### src/rtl/bcd_pkg.sv
`default_nettype none
// +----------------------------------------------------------------------------+
// | Package : bcd_pkg                                                          |
// | Brief   : BCD price type, five digits with two implied fractional digits.  |
// | Rev     : 1.0  initial release                                             |
// +----------------------------------------------------------------------------+
package bcd_pkg;

    localparam int PRICE_DIGITS = 5;

    // 100.00 encodes as 20'h1_00_00
    typedef logic [4*PRICE_DIGITS-1:0] price_t;

endpackage
`default_nettype wire

### src/rtl/ob_pkg.sv
`default_nettype none
// +----------------------------------------------------------------------------+
// | Package : ob_pkg                                                           |
// | Brief   : Order book command/response types and operand packing helper.    |
// | Rev     : 1.0  initial release                                             |
// +----------------------------------------------------------------------------+
package ob_pkg;
    import bcd_pkg::*;

    typedef enum logic [1:0] {
        Op_Nop       = 2'd0,
        Op_QryBidAsk = 2'd1,
        Op_Buy       = 2'd2,
        Op_Sell      = 2'd3
    } opcode_t;

    typedef logic [3:0] uid_t;
    typedef logic [7:0] quantity_t;
    typedef logic [1:0] status_t;

    typedef struct packed {
        quantity_t quantity;
        price_t    price;
    } oprand_buy_t;

    typedef struct packed {
        price_t    price;
        quantity_t quantity;
    } oprand_sell_t;

    localparam int OPRAND_W = $bits(oprand_buy_t);
    typedef logic [OPRAND_W-1:0] oprand_t;

    typedef struct packed {
        uid_t    uid;
        opcode_t opcode;
        oprand_t oprand;
    } cmd_t;

    typedef struct packed {
        uid_t    uid;
        status_t status;
    } rsp_t;

    function automatic oprand_t pack_oprand(opcode_t op, quantity_t qty, price_t price);
        oprand_buy_t  buy;
        oprand_sell_t sell;
        oprand_t      result;
        buy.quantity  = qty;
        buy.price     = price;
        sell.price    = price;
        sell.quantity = qty;
        case (op)
            Op_Buy:  result = oprand_t'(buy);
            Op_Sell: result = oprand_t'(sell);
            default: result = '0;
        endcase
        return result;
    endfunction

endpackage
`default_nettype wire

### src/rtl/ob_uid_fifo.sv
`default_nettype none
// +----------------------------------------------------------------------------+
// | Module : ob_uid_fifo                                                       |
// | Brief  : In-order tracker of issued uids awaiting an order book response.  |
// | Rev    : 1.0  initial release                                              |
// +----------------------------------------------------------------------------+
module ob_uid_fifo
    import ob_pkg::*;
#(
    parameter int DEPTH = 4
) (
    input  logic                       clk,
    input  logic                       rst,
    input  logic                       push,
    input  uid_t                       push_uid,
    input  logic                       pop,
    output uid_t                       head,
    output logic                       empty,
    output logic                       full,
    output logic [$clog2(DEPTH+1)-1:0] count
);

    localparam int PTR_W = (DEPTH > 1) ? $clog2(DEPTH) : 1;
    localparam int CNT_W = $clog2(DEPTH+1);
    localparam logic [PTR_W-1:0] c_last_ptr = PTR_W'(DEPTH-1);
    localparam logic [CNT_W-1:0] c_full_cnt = CNT_W'(DEPTH);

    uid_t             mem_q [DEPTH];
    uid_t             mem_d [DEPTH];
    logic [PTR_W-1:0] wr_ptr_q, wr_ptr_d;
    logic [PTR_W-1:0] rd_ptr_q, rd_ptr_d;
    logic [CNT_W-1:0] count_q, count_d;
    logic             w_do_push;
    logic             w_do_pop;

    assign empty = (count_q == '0);
    assign full  = (count_q == c_full_cnt);
    assign head  = mem_q[rd_ptr_q];
    assign count = count_q;

    always_comb begin
        mem_d     = mem_q;
        wr_ptr_d  = wr_ptr_q;
        rd_ptr_d  = rd_ptr_q;
        count_d   = count_q;
        w_do_pop  = pop & ~empty;
        // a pop in the same cycle frees the slot a full-queue push needs
        w_do_push = push & (~full | w_do_pop);
        if (w_do_push) begin
            mem_d[wr_ptr_q] = push_uid;
            wr_ptr_d        = (wr_ptr_q == c_last_ptr) ? '0 : wr_ptr_q + 1'b1;
        end
        if (w_do_pop) begin
            rd_ptr_d = (rd_ptr_q == c_last_ptr) ? '0 : rd_ptr_q + 1'b1;
        end
        case ({w_do_push, w_do_pop})
            2'b10:   count_d = count_q + 1'b1;
            2'b01:   count_d = count_q - 1'b1;
            default: count_d = count_q;
        endcase
    end

    always_ff @(posedge clk or posedge rst) begin
        if (rst) begin
            mem_q    <= '{default: '0};
            wr_ptr_q <= '0;
            rd_ptr_q <= '0;
            count_q  <= '0;
        end else begin
            mem_q    <= mem_d;
            wr_ptr_q <= wr_ptr_d;
            rd_ptr_q <= rd_ptr_d;
            count_q  <= count_d;
        end
    end

endmodule
`default_nettype wire

### src/rtl/ob_driver.sv
`default_nettype none
// +----------------------------------------------------------------------------+
// | Module : ob_driver                                                         |
// | Brief  : Issues host commands to the order book, matches responses by uid. |
// | Rev    : 1.0  initial release                                              |
// +----------------------------------------------------------------------------+
module ob_driver
    import ob_pkg::*;
    import bcd_pkg::*;
#(
    parameter int OUTSTANDING_N = 4
) (
    input  logic                               clk,
    input  logic                               rst,
    input  logic                               req_vld,
    input  opcode_t                            req_opcode,
    input  quantity_t                          req_quantity,
    input  price_t                             req_price,
    output logic                               req_rdy,
    output uid_t                               req_uid,
    output logic                               cmd_vld_r,
    output cmd_t                               cmd_r,
    input  logic                               cmd_full_r,
    input  logic                               rsp_vld,
    input  rsp_t                               rsp,
    output logic                               rsp_accept,
    output logic                               cpl_vld,
    output uid_t                               cpl_uid,
    output status_t                            cpl_status,
    input  logic                               cpl_accept,
    output logic                               err_uid_r,
    output logic [$clog2(OUTSTANDING_N+1)-1:0] outstanding_r
);

    localparam int CNT_W = $clog2(OUTSTANDING_N+1);
    localparam logic [CNT_W-1:0] c_max_out = CNT_W'(OUTSTANDING_N);

    uid_t    uid_q, uid_d;
    logic    cmd_vld_q, cmd_vld_d;
    cmd_t    cmd_q, cmd_d;
    logic    cpl_vld_q, cpl_vld_d;
    uid_t    cpl_uid_q, cpl_uid_d;
    status_t cpl_status_q, cpl_status_d;
    logic    err_q, err_d;

    logic    w_issue;
    logic    w_rsp_take;
    logic    w_pop;
    uid_t    w_head;
    logic    w_empty;
    logic    w_full;

    assign req_rdy    = ~cmd_full_r & (outstanding_r < c_max_out) & ~err_q;
    assign req_uid    = uid_q;
    assign rsp_accept = ~cpl_vld_q | cpl_accept;
    assign w_issue    = req_vld & req_rdy;
    assign w_rsp_take = rsp_vld & rsp_accept;
    assign w_pop      = w_rsp_take & ~w_empty;

    ob_uid_fifo #(
        .DEPTH (OUTSTANDING_N)
    ) u_tracker (
        .clk      (clk),
        .rst      (rst),
        .push     (w_issue),
        .push_uid (uid_q),
        .pop      (w_pop),
        .head     (w_head),
        .empty    (w_empty),
        .full     (w_full),
        .count    (outstanding_r)
    );

    always_comb begin
        uid_d        = uid_q;
        cmd_vld_d    = w_issue;
        cmd_d        = cmd_q;
        cpl_vld_d    = cpl_vld_q;
        cpl_uid_d    = cpl_uid_q;
        cpl_status_d = cpl_status_q;
        err_d        = err_q;
        if (w_issue) begin
            uid_d        = uid_q + uid_t'(1);
            cmd_d.uid    = uid_q;
            cmd_d.opcode = req_opcode;
            cmd_d.oprand = pack_oprand(req_opcode, req_quantity, req_price);
        end
        // completion is forwarded even for an out-of-order or unexpected uid
        if (w_rsp_take) begin
            cpl_vld_d    = 1'b1;
            cpl_uid_d    = rsp.uid;
            cpl_status_d = rsp.status;
            if (w_empty || (rsp.uid != w_head)) begin
                err_d = 1'b1;
            end
        end else if (cpl_accept) begin
            cpl_vld_d = 1'b0;
        end
    end

    always_ff @(posedge clk or posedge rst) begin
        if (rst) begin
            uid_q        <= '0;
            cmd_vld_q    <= 1'b0;
            cmd_q        <= '0;
            cpl_vld_q    <= 1'b0;
            cpl_uid_q    <= '0;
            cpl_status_q <= '0;
            err_q        <= 1'b0;
        end else begin
            uid_q        <= uid_d;
            cmd_vld_q    <= cmd_vld_d;
            cmd_q        <= cmd_d;
            cpl_vld_q    <= cpl_vld_d;
            cpl_uid_q    <= cpl_uid_d;
            cpl_status_q <= cpl_status_d;
            err_q        <= err_d;
        end
    end

    assign cmd_vld_r  = cmd_vld_q;
    assign cmd_r      = cmd_q;
    assign cpl_vld    = cpl_vld_q;
    assign cpl_uid    = cpl_uid_q;
    assign cpl_status = cpl_status_q;
    assign err_uid_r  = err_q;

endmodule
`default_nettype wire

### config.mk
export PLATFORM = sky130hd
export DESIGN_NAME = ob_driver
export DESIGN_NICKNAME = d
export VERILOG_FILES = /design/src/rtl/bcd_pkg.sv /design/src/rtl/ob_pkg.sv /design/src/rtl/ob_uid_fifo.sv /design/src/rtl/ob_driver.sv
export SDC_FILE = /design/constraint.sdc
export NUM_CORES = 1
export LEC_CHECK = 0
export BUFFER_PORTS_ARGS = -buffer_cell sky130_fd_sc_hd__buf_2
export CORE_AREA = 2 2 79 96
export CTS_BUF_LIST = sky130_fd_sc_hd__clkbuf_8 sky130_fd_sc_hd__clkbuf_16
export CTS_CLUSTER_SIZE = 12
export DETAILED_ROUTE_END_ITERATION = 10
export DIE_AREA = 0 0 81 98
export GPL_ROUTABILITY_DRIVEN = 0
export PLACE_DENSITY = 0.76
export SLEW_MARGIN = 10
export SYNTH_ARGS = -nofsm -noshare
export SYNTH_HDL_FRONTEND = slang
export SYNTH_SLANG_ARGS = --single-unit
### constraint.sdc
create_clock -name clk -period 2.8 [get_ports clk]
set_clock_uncertainty 0.05 [all_clocks]
set_input_delay 0.42 -clock clk [delete_from_list [all_inputs] [get_ports clk]]
set_output_delay 0.42 -clock clk [all_outputs]
set_load 0.02 [all_outputs]
==> metrics.csv <==
stage,metric,value,unit
sta,drv_slew,0,
critical_path,reg2reg_to,u_tracker.wr_ptr_q[0],
critical_path,cp_cell_sequence,or4b_2 -> buf_4 -> or3_1 -> o21ai_0,
global_routing,global_route.overflow_total,0,
power_and_ir_drop,switching_share,30.19,%
global_routing,grt_util_met1,23.25,%
power_and_ir_drop,power.switching,0.8289,mW
yosys,synth_cells,297,
yosys,synth_warnings,0,
global_routing,antenna_found_initial,0,
critical_path,reg2reg_from,u_tracker.count[2],
global_routing,grt-busiest-layer,met2,
floorplan,dieArea,0.007938,mm²
layout,layout_commonest_cell,buf_2,
yosys,syn_area_per_cell,11.40,µm²
critical_path,startpoint,u_tracker.count[2],
run,timing.max_cap.violations,0,
sta,finalSetupViolCount,0,
floorplan,die_w,81,µm
sta,setup_tns,0,ns
layout,final_area,0.004124,mm²
floorplan,die_h,98,µm
yosys,synth_ff_type,dfrtp_1,
critical_path,worstPathRequired,3.01,ns
layout,layoutNonFillerInstCount,482,
critical_path,cpLargestDelayFamily,simple AND/OR/NAND/NOR gates,
global_routing,grt_max_degree,67,
floorplan,start_util,47.93,%
floorplan,io-pin-count,94,
power_and_ir_drop,power.internal,1.917,mW
sta,tightestPinTransition,0.6272,ns
yosys,synth_top_cell_area_share,51.76,%
sta,rsz0062_at_grt,false,
sta,max_freq,466.0,MHz
floorplan,fp-row-count,34,
placed_design,place_inst,466,
worst_hold_path,hp-class,input pin to asynchronous set/reset pin,
global_routing,grt.total_usage,19.49,%
cts,root_buffer,clkbuf_8,
floorplan,fp.coreArea,0.007062,mm²
drt,viasPerCell,5.098,
cts,cts_tree,yes,
drt,drt-pass1-iter-count,5,
critical_path,cp-start-kind,flop,
cts,clock_sinks,70,
layout,final_cell_mix,"buf_2 (93), nand2_1 (80), dfrtp_1 (70)",
power_and_ir_drop,seqPwrFrac,46.0,%
sta,hold_viol_final,0,
global_routing,grt_pass1_wl,11740,µm
cts,cts_hold_buf,0,
sta,relSlewSlack,58.13,%
power_and_ir_drop,ir_worst_vdd,0.0003747,V
yosys,yosys_register_bits,70,
cts,clk_path_buf_depth,2,
layout,final_layout_size_suffix_gt1_share,43.62,%
cts,insertion_delay,0.34,ns
cts,cts-buffers-inserted,9,
critical_path,crit_type,flop to flop,
critical_path,endpoint,u_tracker.wr_ptr_q[0],
outcome,status,completed,
critical_path,cp.depth,4,
drt,drcViolationCount,0,
placed_design,portBuffers,93,
drt,routed_wl,7265,µm
critical_path,rr_worst_depth,4,
cts,htree_num_levels,3,
drt,drt_iter0_markers,62,
sta,setup_slack,0.6542,ns
yosys,ys_types,29,
critical_path,cp-end-kind,flop,
global_routing,gr-usage-met3,4.806,%
yosys,synth_edf_count,0,
placed_design,dp_slack,0.6040,ns
cts,cts_setup_buffers,0,
power_and_ir_drop,pwr-share-clk,32.0,%
sta,fin_crit,2.146,ns
drt,vias,2457,
yosys,netlist_top_cells_area,"dfrtp_1 (52%), mux2_2 (12%), nand2_1 (8.9%), mux2_4 (7.1%), o21ai_0 (3.8%)",
global_routing,use_met2,33.06,%
critical_path,cp_num_buf_inv,1,
yosys,syn_area,0.003384,mm²
power_and_ir_drop,leakagePower,2.213,nW
drt,wl_per_cell,15.07,µm
critical_path,crit_arrival,2.35,ns
sta,fin_crit_sh,76.64,%
yosys,yosysSeqAreaShare,51.76,%
placed_design,hpwl,5363,µm
cts,clkTransAtPathRegs,0.08,ns
layout,area_growth,21.85,%
yosys,async_reset_ff_share,100.0,%
cts,cts.repair.resized,0,
drt,antenna_left,0,
critical_path,max_stage_delay,0.79,ns
global_routing,grt_pass1_vias,2464,
yosys,synth_top_area_cell,dfrtp_1,
layout,n_antenna_cell,0,
layout,fin_nets,436,
critical_path,crit_fanout,66,
yosys,synthesis.nets,346,
placed_design,place_area,0.003909,mm²
power_and_ir_drop,powerDensity,665.9,mW/mm²
power_and_ir_drop,comb_power_share,22.0,%
critical_path,r2r_slack,0.65,ns
critical_path,crit_slowest_cell,or4b_2,
power groups by stage:
stage / sequential [mW] / clock, mW / combinational [mW]
after CTS: 1.26 / 0.896 / 0.618
final: 1.26 / 0.877 / 0.605
after detailed placement: 1.28 / 0 / 0.615
after floorplan: 1.37 / 0 / 0.312
after global placement: 1.28 / 0 / 0.597
after global routing: 1.28 / 0.931 / 0.671
how the worst min path moves through the flow:
stage                            start                 end  slack, ns  cells past startpoint
floorplan           u_tracker.mem_q[4]  u_tracker.mem_q[4]       0.43                      1
global placement             cmd_r[29]           cmd_r[29]       0.41                      2
detailed placement           cmd_r[17]           cmd_r[17]       0.42                      2
CTS                                rst           cmd_r[33]       0.12                      2
global route                       rst           cmd_r[25]       0.15                      2
finish                             rst           cmd_r[25]       0.10                      2
flip-flops by register name (all words and copies together), names as in the netlist:
register,count
u_tracker.mem_q,16
req_uid,4
err_uid_r,1
cpl_uid,4
u_tracker.wr_ptr_q,2
cmd_vld_r,1
cpl_vld,1
u_tracker.count,3
cmd_r,34
cpl_status,2
u_tracker.rd_ptr_q,2
synthesized netlist by cell type (all sizes together), types with 3 or more instances:
| cell type | number |
|---|---|
| nand2 | 84 |
| dfrtp | 70 |
| mux2 | 51 |
| o21ai | 30 |
| buf | 10 |
| clkbuf | 6 |
| ha | 6 |
| xnor2 | 6 |
| inv | 5 |
| nor3 | 5 |
| mux4 | 4 |
| xor2 | 4 |
| nand2b | 3 |
metrics by stage:
step	utilization, %	power, mW	hold slack (ns)
floorplan	-	1.678	0.4259
global placement	55.35	1.875	0.4111
detailed placement	55.35	1.898	0.4199
CTS	58.40	2.779	0.1185
global route	58.40	2.887	0.1512
finish	58.40	2.746	0.1018
cell type report:
| type | count | area [µm²] |
|---|---|---|
| well taps | 90 | 112.6 |
| inverters | 6 | 27.53 |
| multi-input cells | 205 | 1524 |
| clock inverters | 6 | 77.57 |
| clock buffers | 10 | 137.6 |
| flip-flops and latches | 70 | 1752 |
| fillers | 621 | 2938 |
| repair buffers | 95 | 493.0 |
cells by family (layout without fill, tap and decap cells):
group	Yosys count	count (layout)	share of synthesized area (%)
AOI/OAI and AO/OA	33	33	4.954
xor gates and xnor gates	10	10	2.588
adders and majority gates	7	7	2.810
buffers and inverters	22	117	3.216
DFF	70	70	51.76
muxes	57	57	22.00
and+or+nand+nor	98	98	12.68
metal layers:
layer | share of wire, % | wire length, µm
met5 | 0 | 0
met4 | 1.7 | 121
met3 | 7.4 | 539
met2 | 50 | 3648
met1 | 41 | 2955
Power figures use the tool's default switching activity.
